[src/rtl/adder_seq_pkg.sv]
// Shared types and default sizes for the multi-cycle adder.
package adder_seq_pkg;

  localparam int unsigned WidthDefault = 32;
  localparam int unsigned ChunkDefault = 8;

  typedef enum logic [1:0] {
    StIdle,
    StRun,
    StDone
  } state_e;

endpackage

[src/rtl/adder_chunk.sv]
// Combinational Chunk-bit ripple adder built from full-adder cells.
// Also exposes the carry into the slice MSB so the caller can form signed overflow.
module adder_chunk
  import adder_seq_pkg::*;
#(
  parameter int unsigned Chunk = ChunkDefault
) (
  input  logic [Chunk-1:0] a_i,
  input  logic [Chunk-1:0] b_i,
  input  logic             cin_i,
  output logic [Chunk-1:0] sum_o,
  output logic             cout_o,
  output logic             cmsb_o
);

  logic [Chunk:0] carry;

  assign carry[0] = cin_i;

  for (genvar i = 0; i < Chunk; i++) begin : g_fa
    assign sum_o[i]     = a_i[i] ^ b_i[i] ^ carry[i];
    assign carry[i + 1] = (a_i[i] & b_i[i]) | (carry[i] & (a_i[i] ^ b_i[i]));
  end

  assign cout_o = carry[Chunk];
  assign cmsb_o = carry[Chunk - 1];

endmodule

[src/rtl/adder_seq.sv]
// Multi-cycle WIDTH-bit adder, CHUNK bits per clock with a registered inter-chunk carry.
// Define ADDER_SEQ_SUB_EN to add the sub port (a - b via inverted b and carry-in of 1).
module adder_seq
  import adder_seq_pkg::*;
#(
  parameter int unsigned WIDTH = WidthDefault,
  parameter int unsigned CHUNK = ChunkDefault
) (
  input  logic             clk,
  input  logic             rst,
  input  logic             start,
  input  logic [WIDTH-1:0] a,
  input  logic [WIDTH-1:0] b,
  input  logic             cin,
`ifdef ADDER_SEQ_SUB_EN
  input  logic             sub,
`endif
  output logic             busy,
  output logic             done,
  output logic [WIDTH-1:0] sum,
  output logic             cout,
  output logic             ovf
);

  localparam int unsigned NChunk = WIDTH / CHUNK;
  localparam int unsigned IdxW   = (NChunk > 1) ? $clog2(NChunk) : 1;
  localparam logic [IdxW-1:0] LastIdx = IdxW'(NChunk - 1);

  state_e           state_q, state_d;
  logic [IdxW-1:0]  idx_q, idx_d;
  logic             carry_q, carry_d;
  logic [WIDTH-1:0] a_q, a_d, b_q, b_d, sum_q, sum_d;
  logic             busy_q, busy_d, done_q, done_d, cout_q, cout_d, ovf_q, ovf_d;

  logic [31:0]      lsb;
  logic [CHUNK-1:0] slice_sum;
  logic             slice_cout, slice_cmsb;
  logic [WIDTH-1:0] b_in;
  logic             c_in;
  logic             accept;

`ifdef ADDER_SEQ_SUB_EN
  assign b_in = sub ? ~b : b;
  assign c_in = sub ? 1'b1 : cin;
`else
  assign b_in = b;
  assign c_in = cin;
`endif

  assign lsb    = 32'(idx_q) * CHUNK;
  assign accept = start && ((state_q == StIdle) || (state_q == StDone));

  adder_chunk #(
    .Chunk(CHUNK)
  ) u_chunk (
    .a_i   (a_q[lsb +: CHUNK]),
    .b_i   (b_q[lsb +: CHUNK]),
    .cin_i (carry_q),
    .sum_o (slice_sum),
    .cout_o(slice_cout),
    .cmsb_o(slice_cmsb)
  );

  always_comb begin
    state_d = state_q;
    idx_d   = idx_q;
    carry_d = carry_q;
    a_d     = a_q;
    b_d     = b_q;
    sum_d   = sum_q;
    busy_d  = busy_q;
    done_d  = 1'b0;
    cout_d  = cout_q;
    ovf_d   = ovf_q;

    unique case (state_q)
      StIdle: ;
      StRun: begin
        sum_d[lsb +: CHUNK] = slice_sum;
        carry_d             = slice_cout;
        idx_d               = idx_q + 1'b1;
        if (idx_q == LastIdx) begin
          cout_d  = slice_cout;
          ovf_d   = slice_cmsb ^ slice_cout;
          idx_d   = '0;
          busy_d  = 1'b0;
          done_d  = 1'b1;
          state_d = StDone;
        end
      end
      StDone:  state_d = StIdle;
      default: state_d = StIdle;
    endcase

    // A start in DONE restarts immediately; done is already high this cycle.
    if (accept) begin
      a_d     = a;
      b_d     = b_in;
      carry_d = c_in;
      sum_d   = '0;
      idx_d   = '0;
      busy_d  = 1'b1;
      state_d = StRun;
    end
  end

  always_ff @(posedge clk) begin
    if (rst) begin
      state_q <= StIdle;
      idx_q   <= '0;
      carry_q <= 1'b0;
      a_q     <= '0;
      b_q     <= '0;
      sum_q   <= '0;
      busy_q  <= 1'b0;
      done_q  <= 1'b0;
      cout_q  <= 1'b0;
      ovf_q   <= 1'b0;
    end else begin
      state_q <= state_d;
      idx_q   <= idx_d;
      carry_q <= carry_d;
      a_q     <= a_d;
      b_q     <= b_d;
      sum_q   <= sum_d;
      busy_q  <= busy_d;
      done_q  <= done_d;
      cout_q  <= cout_d;
      ovf_q   <= ovf_d;
    end
  end

  assign busy = busy_q;
  assign done = done_q;
  assign sum  = sum_q;
  assign cout = cout_q;
  assign ovf  = ovf_q;

endmodule

[config.mk]
export PLATFORM = sky130hd
export DESIGN_NAME = adder_seq
export DESIGN_NICKNAME = d
export VERILOG_FILES = /design/src/rtl/adder_seq_pkg.sv /design/src/rtl/adder_chunk.sv /design/src/rtl/adder_seq.sv
export SDC_FILE = /design/constraint.sdc
export NUM_CORES = 1
export LEC_CHECK = 0
export BUFFER_PORTS_ARGS = -buffer_cell sky130_fd_sc_hd__clkbuf_2
export CAP_MARGIN = 40
export CORE_MARGIN = 8
export CORE_UTILIZATION = 29
export CTS_BUF_LIST = sky130_fd_sc_hd__clkbuf_8
export DETAILED_ROUTE_END_ITERATION = 7
export PLACE_DENSITY = 0.5
export SETUP_SLACK_MARGIN = 0.3
export SLEW_MARGIN = 20
export SYNTH_ARGS = -nofsm -noshare
export SYNTH_HDL_FRONTEND = slang
export SYNTH_SLANG_ARGS = --single-unit
[constraint.sdc]
create_clock -name clk -period 12.16 [get_ports clk]
set_clock_uncertainty 0.15 [all_clocks]
set_input_delay 2.432 -clock clk [delete_from_list [all_inputs] [get_ports clk]]
set_output_delay 2.432 -clock clk [all_outputs]
set_load 0.05 [all_outputs]
* Word-level counts from Yosys, hierarchy flattened
Index checks and enable logic that the tools add are counted.
Word-level totals: flip-flop bits (word level) 105, output and inout bits 36
Operators by class: mux-type cells 11, bitwise gates (word level) 43, add/subtract/negate cells 2, equal/unequal tests 6, reductions and logical operators 11, shift operators 4
Operators with widths (number):
- 32-bit by 6-bit indexed part select with 8-bit output | 2
- 5-bit negation with 34-bit output | 1
- 8-bit by 34-bit variable shift with 32-bit output, first input constant | 1
- 8-bit by 34-bit indexed part select with 32-bit output | 1
- 32-bit bitwise mux | 1
- 1-bit XOR | 17
- 1-bit bitwise AND | 16
- 1-bit bitwise OR | 8
- 2-bit AND reduction | 4
- 1-bit 2-to-1 mux | 7
- 2-bit == test, second input constant | 2
- 2-bit 2-to-1 mux | 2
- 2-bit != test, second input constant | 2
- 2-bit one-hot mux with 2 select lines | 1
- 2-bit nonzero test | 2
- 2-bit OR reduction | 2
- 3-bit != test, second input constant | 1
- 2-bit by 1-bit adder with 2-bit output, second input constant | 1
- 2-bit by 1-bit == test with 1-bit output, second input constant | 1
- 2-bit logical NOT | 1
- 1-bit NOT | 2
- 1-bit logical AND | 1
- 1-bit logical OR | 1

* Depth between registers and ports, before layout
Gate-level depths: netlist of the first run.
depth in word-level cells 20, mapped depth 15

* Hierarchy
From an unflattened synthesis of the first run, not the netlist that was laid out.
Unflattened totals: cell total of the unflattened synthesis 453, area, all modules 4391.7 um^2
By module, submodules not included:
- adder_seq | times used 1, area each 4194.0 um^2, cells an instance 435
- adder_chunk | times used 1, area each 197.7 um^2, cells an instance 18

* Worst setup path after synthesis of the first run
Ideal clock, no wire load.
kind reg2reg, start register idx_q[0], end register ovf_q (netlist: ovf), setup time 0.128 ns, buffers on the path 1, clock period less this slack 4.095 ns, stages on the path, launching flop included 16, slack 8.065 ns, arrival time 3.817 ns, cell sequence dfxtp_1 -> buf_4 -> mux4_2 -> inv_1 -> fa_1 -> fa_1 -> fa_1 -> fa_1 -> inv_1 -> fa_1 -> fa_1 -> fa_1 -> fa_1 -> xor2_1 -> mux2i_1 -> nor2_1
On the way: longest elaborated chain between the ends 19
RTL lines:
- start, declared | RTL line adder_seq.sv:30 | logic [IdxW-1:0] idx_q, idx_d;
- start signal, assigned | RTL line adder_seq.sv:121 | idx_q <= idx_d;
- 32-bit by 6-bit indexed part select with 8-bit output (on tied branches) | RTL line adder_seq.sv:56, adder_seq.sv:57
- 1-bit XOR | RTL line adder_chunk.sv:22 | assign carry[i + 1] = (a_i[i] & b_i[i]) | (carry[i] & (a_i[i] ^ b_i[i]));
- 1-bit bitwise AND | RTL line adder_chunk.sv:22
- 1-bit bitwise OR | RTL line adder_chunk.sv:22
- 1-bit bitwise AND | RTL line adder_chunk.sv:22
- 1-bit bitwise OR | RTL line adder_chunk.sv:22
- 1-bit bitwise AND | RTL line adder_chunk.sv:22
- 1-bit bitwise OR | RTL line adder_chunk.sv:22
- [... 4 more ...]
- 1-bit bitwise AND | RTL line adder_chunk.sv:22
- 1-bit bitwise OR | RTL line adder_chunk.sv:22
- 1-bit bitwise AND | RTL line adder_chunk.sv:22
- 1-bit bitwise OR | RTL line adder_chunk.sv:22
- 1-bit bitwise AND | RTL line adder_chunk.sv:22
- 1-bit bitwise OR * | RTL line adder_chunk.sv:22
- net slice_cout | RTL line adder_seq.sv:37 | logic slice_cout, slice_cmsb;
- 1-bit XOR * | RTL line adder_seq.sv:84 | ovf_d = slice_cmsb ^ slice_cout;
- end signal, assigned | RTL line adder_seq.sv:129 | ovf_q <= ovf_d;
- end, declared | RTL line adder_seq.sv:33 | logic busy_q, busy_d, done_q, done_d, cout_q, cout_d, ovf_q, ovf_d;
The timed path passes the listed nets; every way through them passes the cells marked *. A chain may end at the register's enable or synchronous reset.

* Final worst setup path of the first run
start register idx_q[0], end register sum_q[15] (netlist: sum[15])
On the way: longest elaborated chain between the ends 19
RTL lines:
- 32-bit by 6-bit indexed part select with 8-bit output (on tied branches) | RTL line adder_seq.sv:56, adder_seq.sv:57
- 1-bit XOR | RTL line adder_chunk.sv:21, adder_chunk.sv:22
- 1-bit bitwise AND | RTL line adder_chunk.sv:22
- 1-bit bitwise OR | RTL line adder_chunk.sv:22
- 1-bit bitwise AND | RTL line adder_chunk.sv:22
- 1-bit bitwise OR | RTL line adder_chunk.sv:22
- 1-bit bitwise AND | RTL line adder_chunk.sv:22
- 1-bit bitwise OR | RTL line adder_chunk.sv:22
- [... 3 more ...]
- 1-bit bitwise OR | RTL line adder_chunk.sv:22
- 1-bit bitwise AND | RTL line adder_chunk.sv:22
- 1-bit bitwise OR | RTL line adder_chunk.sv:22
- 1-bit bitwise AND | RTL line adder_chunk.sv:22
- 1-bit bitwise OR | RTL line adder_chunk.sv:22
- 1-bit XOR | RTL line adder_chunk.sv:21 | assign sum_o[i] = a_i[i] ^ b_i[i] ^ carry[i];
- 8-bit by 34-bit indexed part select with 32-bit output | RTL line adder_seq.sv:79 | sum_d[lsb +: CHUNK] = slice_sum;
- 32-bit bitwise mux * | RTL line adder_seq.sv:79
- end signal, assigned | RTL line adder_seq.sv:125 | sum_q <= sum_d;
- end, declared | RTL line adder_seq.sv:32 | logic [WIDTH-1:0] a_q, a_d, b_q, b_d, sum_q, sum_d;
Every way passes the cells marked *; elsewhere a longest branch is shown, timed or not.

==> run metrics, run 1 <==
outcome=complete, no violations; Sw Pwr=0.186 mW; Pleak=2.13 nW; Final Hold Fails=0; Clock power frac=0.366; Root Driver=clkbuf_8; most used cell, CP=fa_1; worst min-delay path category=reg -> reg; met3 WL=753 µm; flops & latches, synth=105; Die Height=140 µm; Synth top area share=0.474; Crit path largest cell delay=0.63 ns; setup violators final=0; Initial Util=0.294; Final WS setup=7.52 ns; slowest CP cell=fa_1; CTS buffer count=9; Routed met2 length=5.60 mm; Wirelength per Cell=16.5 µm; Tot GR Track Use=0.128; die width=140 µm; hpwl dp=9.02 mm; wl on met1=5.87 mm; Critical Path RT=12.31 ns; Top Metal Used=met4; Final ANT Viol Nets=0; TritonCTS Sinks=105; Reg2Reg Depth=14; fmax=216 MHz; Filler Cell Count=1,554; cell taking the most area after synthesis=dfxtp_1; peak supply drop=0.0000644 V; post-DR vias/cell=4.80; cts repair resizes=0; Netlist cell types=31; synth warn=0; post-layout minimum cycle time=4.64 ns; share of layout cells above drive strength 1=0.258; Setup Fix Bufs, Post-CTS=0; clk slew on worst S/H paths=0.10 ns; Worst EP arrival=4.79 ns; vias in the first global route=3,785; diode count=0; area of the multi-input gates=2040 µm²; max-cap check violation count=0; Post-Syn Area per Cell=9.36 µm²; cell area after synthesis=4440 µm²; Total Power=0.721 mW; I/O Pins=104; final slew viol count=0; crit-path max FO=16; Bufs on Longest Clock Path=2; Post-Place Cells=730; CP Capture Type=register; Clock Latency Late Sink=0.37 ns; port bufs=103; combinational power share=0.125; CP Launch Type=register; area grow syn2layout=18.0%; Synth area leaders=dfxtp_1 47%, nand2_1 12%, a21oi_1 8.5%, mux4_2 8.1%, a32o_1 3.6%; drt pass-1 iters=4; Post-Place Setup Slack=7.52 ns; pwr/cell area=138 nW/µm²; global-route wire length before repair=20.0 mm; total grt overflow=0; Setup Total Neg Slack=0 ns; Post-Syn Instances=474; NumNets Final=635; Post-CTS Hold Buffers=0; CP Class=reg -> reg; antenna violations before repair=0; Final Non-Filler Cells=746; Hold Path Depth=2; GP Congestion=0.732; Die Area=19,500 µm²; pin count of the biggest net entering global routing=76; Detailed Route WL=12.3 mm; sequential fraction of the synthesis area=0.474; core box area=15,100 µm²; switching part of the total=0.258; RSZ-0062 raised after global routing=false; Synth Net Count=556; crit-path cells=buf_4 > mux4_2 > inv_1 > fa_1 > fa_1 > fa_1 > fa_1 > inv_1 > fa_1 > fa_1 > fa_1 > fa_1 > nand4_1 > a21oi_1; H-tree Lvls=3; DR vias=3,579; Placement Rows=45; Residual DRC=0; cell-internal power=0.535 mW; first-iteration detailed-routing DRC count=196; Tightest Pin Transition=0.836 ns; sequential share of power=0.509; final worst-path cycle share=0.382; CTS tree=built; Slew HR=0.443; FF/Latch Area=2100 µm²
-- sequential cells by signal, summed over array words and instances (netlist names) --
register  flops
carry_q       1
idx_q         2
a_q          32
sum          32
done          1
busy          1
cout          1
ovf           1
b_q          32
state_q       2
-- critical path, delay by kind of cell, from the launching register on --
family | cells | cell delay [ns]
DFF | 1 | 0.51
adders and majority gates | 8 | 2.56
buffers and inverters | 3 | 0.52
AOI/OAI and AO/OA | 1 | 0.16
muxes | 1 | 0.54
and+or+nand+nor | 1 | 0.12
-- cell usage after synthesis (all sizes together) --
library cell / n
buf: 24
nand3b: 3
nor2: 16
nand4: 8
and4b: 2
o21a: 1
and3b: 2
nand3: 1
ha: 6
mux4: 16
a21oi: 75
and4bb: 1
inv: 16
dfxtp: 105
mux2i: 4
nand2b: 3
a211oi: 1
nor2b: 1
or3: 1
fa: 8
clkbuf: 15
nand2: 138
a32oi: 7
and2b: 1
xor2: 1
nor3: 2
a32o: 16
-- stage by stage --
stage	utilization	hold WS [ns]	cell area (µm²)
6_report	0.347	0.306	5240
5_1_grt	0.347	0.321	5240
4_1_cts	0.347	0.308	5240
3_5_place_dp	0.330	0.294	4980
3_3_place_gp	0.330	0.290	4980
2_1_floorplan	-	0.283	4440
-- area by class of cell --
cell class | instances | area share
timing repair buffer | 107 | 0.104
sequential | 105 | 0.402
clock buffer | 10 | 0.0263
clock inverter | 6 | 0.0215
inverter | 16 | 0.0115
multi-input combinational | 314 | 0.390
tap | 188 | 0.0449
-- power by group through the flow --
stage / clock [mW] / combinational, mW / sequential (mW)
floorplan: 0 / 0.0612 / 0.375
global placement: 0 / 0.0903 / 0.374
detailed placement: 0 / 0.0915 / 0.375
CTS: 0.272 / 0.0918 / 0.367
global route: 0.286 / 0.100 / 0.369
finish: 0.264 / 0.0905 / 0.367
-- layout by cell type (no fill, tap or decap), types with 2 or more instances in the layout --
master,netlist,routed
clkbuf_8,0,10
and3b_1,2,2
inv_1,16,16
dfxtp_1,105,105
nor3_4,2,2
nand2b_1,2,2
bufinv_16,0,3
buf_4,7,4
nor2_1,16,16
fa_1,8,8
and4b_1,2,2
mux2i_1,4,4
ha_1,6,6
clkbuf_2,1,103
mux4_2,16,16
a32o_1,16,16
nand4_1,8,8
a32oi_1,7,7
nand2_1,138,138
a21oi_1,75,75
nand3b_1,3,3
-- path summary, 6_finish.rpt --
kind                     endpoint  slack [ns]             startpoint
max reg2reg  sum[15]$_SDFFE_PP0P_        7.52  idx_q[0]$_SDFFE_PP0P_
min          sum[24]$_SDFFE_PP0P_        0.31   sum[24]$_SDFFE_PP0P_
max          sum[15]$_SDFFE_PP0P_        7.52  idx_q[0]$_SDFFE_PP0P_
min reg2reg  sum[24]$_SDFFE_PP0P_        0.31   sum[24]$_SDFFE_PP0P_
-- layer usage --
metal	GRT usage	up-vias
met5	0	-
met4	0.0291	0
met1	0.163	1698
li1	-	1776
met2	0.203	96
met3	0.0475	9
-- cells by family after synthesis --
family                     Yosys count  share of synthesized area
buffers and inverters               55                     0.0660
muxes                               20                     0.0902
DFF                                105                      0.474
AOI/OAI and AO/OA                  100                      0.138
and+or+nand+nor                    179                      0.177
adders and majority gates           14                     0.0530
xor gates and xnor gates             1                    0.00197
No activity file was read; power rests on OpenSTA's default activity.
==> run 2, diff against run 1 <==
- clock period: 12.16 -> 4.8 ns (I/O delays scaled with it)
==> run metrics, run 2 (synthesis gave the netlist of run 1 again) <==
Setup Total Neg Slack=0 ns (unchanged); port bufs=103 (unchanged); worst min-delay path category=reg -> reg; Slew HR=0.502 (+0.0589); Wirelength per Cell=16.2 µm (-2.2%); hpwl dp=9.14 mm (+1.3%); Hold Slack=0.308 ns (+0.00243 ns); GP Congestion=0.758 (+3.6%); pin count of the biggest net entering global routing=71 (-6.6%); pwr/cell area=316 nW/µm² (+130%); setup violators final=0 (unchanged); Tot GR Track Use=0.125 (-0.00377); drt pass-1 iters=4 (unchanged); post-layout minimum cycle time=4.23 ns (-0.410 ns); NumNets Final=638 (+0.47%); global-route wire length before repair=19.3 mm (-3.2%); leading cell type in the layout, fill and taps excluded=nand2_1; final slew viol count=0 (unchanged); Bufs on Longest Clock Path=2 (unchanged); diode count=0 (unchanged); Setup Fix Bufs, Post-CTS=0 (unchanged); cts repair resizes=0 (unchanged); CP Class=reg -> reg; outcome=complete, no violations; CP Launch Type=register; clk slew on worst S/H paths=0.09 ns (about the same); post-DR vias/cell=4.75 (-1.0%); CTS buffer count=9 (unchanged); Die Area=19,500 µm² (unchanged); die width=140 µm (unchanged); antenna violations before repair=0 (unchanged); Placement Rows=45 (unchanged); Root Driver=clkbuf_8; RSZ-0062 raised after global routing=false; core box area=15,100 µm² (unchanged); TritonCTS Sinks=105 (unchanged); vias in the first global route=3,662 (-3.2%); H-tree Lvls=3 (unchanged); max-cap check violation count=0 (unchanged); Final ANT Viol Nets=0 (unchanged); share of layout cells above drive strength 1=0.257 (-0.000922); fmax=236 MHz (+9.7%); Critical Path RT=4.89 ns (-7.42 ns); Final Non-Filler Cells=748 (+0.27%); Final Hold Fails=0 (unchanged); Tightest Pin Transition=0.748 ns (-0.0883 ns); first-iteration detailed-routing DRC count=204 (+4.1%); fin util=0.344 (-0.00299); Filler Cell Count=1,598 (+2.8%); area of the multi-input gates=2040 µm² (unchanged); Post-Place Cells=732 (+0.27%); CTS tree=built; Pleak=2.12 nW (-0.63%); final worst-path cycle share=0.881 (+0.500); Clock Latency Late Sink=0.37 ns (about the same); most frequent cells in the layout=138 x nand2_1, 105 x dfxtp_1, 103 x clkbuf_2; total grt overflow=0 (unchanged); area grow syn2layout=17.0%; Detailed Route WL=12.1 mm (-1.9%); I/O Pins=104 (unchanged); FF/Latch Area=2100 µm² (unchanged); Worst EP arrival=4.31 ns (-0.48 ns); Initial Util=0.294 (unchanged); DR vias=3,551 (-0.78%); Total Power=1.64 mW (+130%); peak supply drop=0.000126 V (+95%); CP Capture Type=register; Die Height=140 µm (unchanged); crit-path max FO=7 (-9); Post-CTS Hold Buffers=0 (unchanged); Residual DRC=0 (unchanged)
run 2: cell count changes in the layout (fill, tap and decap cells not counted):
| cell | change |
|---|---|
| buf_16 | +1 |
| inv_1 | +2 |
| buf_4 | +2 |
| inv_6 | -1 |
| clkinvlp_4 | +1 |
| bufinv_16 | -3 |
| clkinv_4 | -1 |
| clkinv_2 | +1 |
run 2: through the flow:
step / setup WS [ns] / area, µm²
after floorplan: 0.705 / 4440
after global placement: 0.650 / 5000
after detailed placement: 0.586 / 5000
after CTS: 0.546 / 5160
after global routing: 0.348 / 5190
final: 0.571 / 5190
run 2: final timing paths:
kind	cells after the start	slack [ns]	start	to
worst min register to register	2	0.31	sum[13]$_SDFFE_PP0P_	sum[13]$_SDFFE_PP0P_
worst max register to register	13	0.57	idx_q[0]$_SDFFE_PP0P_	sum[31]$_SDFFE_PP0P_
worst min-delay path	2	0.31	sum[13]$_SDFFE_PP0P_	sum[13]$_SDFFE_PP0P_
worst max-delay path	13	0.57	idx_q[0]$_SDFFE_PP0P_	sum[31]$_SDFFE_PP0P_
run 2: layout make-up:
| class | instances | share of cell area |
|---|---|---|
| Timing Repair Buffer | 110 | 0.113 |
| Inverter | 16 | 0.0116 |
| Clock buffer | 10 | 0.0265 |
| Multi-Input combinational cell | 314 | 0.393 |
| Clock inverter | 5 | 0.00482 |
| Sequential cell | 105 | 0.405 |
| Tap cell | 188 | 0.0453 |
run 2: layer usage:
metal	wire length (µm)	share of wire	vias to the layer above	track usage
met5	0	0	-	0
met4	121	0.010	0	0.0291
met3	663	0.055	9	0.0421
met2	5470	0.45	86	0.194
met1	5830	0.48	1675	0.163
li1	-	-	1781	-
run 2: worst max-delay path, cell delays in order (launching register included):
cell and delay [ns]:
dfxtp_1 0.55, mux4_2 0.56, inv_1 0.09, fa_1 0.19, fa_1 0.18, fa_1 0.18
fa_1 0.16, inv_1 0.05, fa_1 0.37, fa_1 0.40, fa_1 0.42, fa_1 0.53
a32oi_1 0.22, nor2_1 0.05
run 2: power by group:
group / total, mW / switching (mW) / internal [mW]
Combinational: 0.228 / 0.141 / 0.0877
Sequential: 0.933 / 0.0249 / 0.908
Clock: 0.480 / 0.285 / 0.195
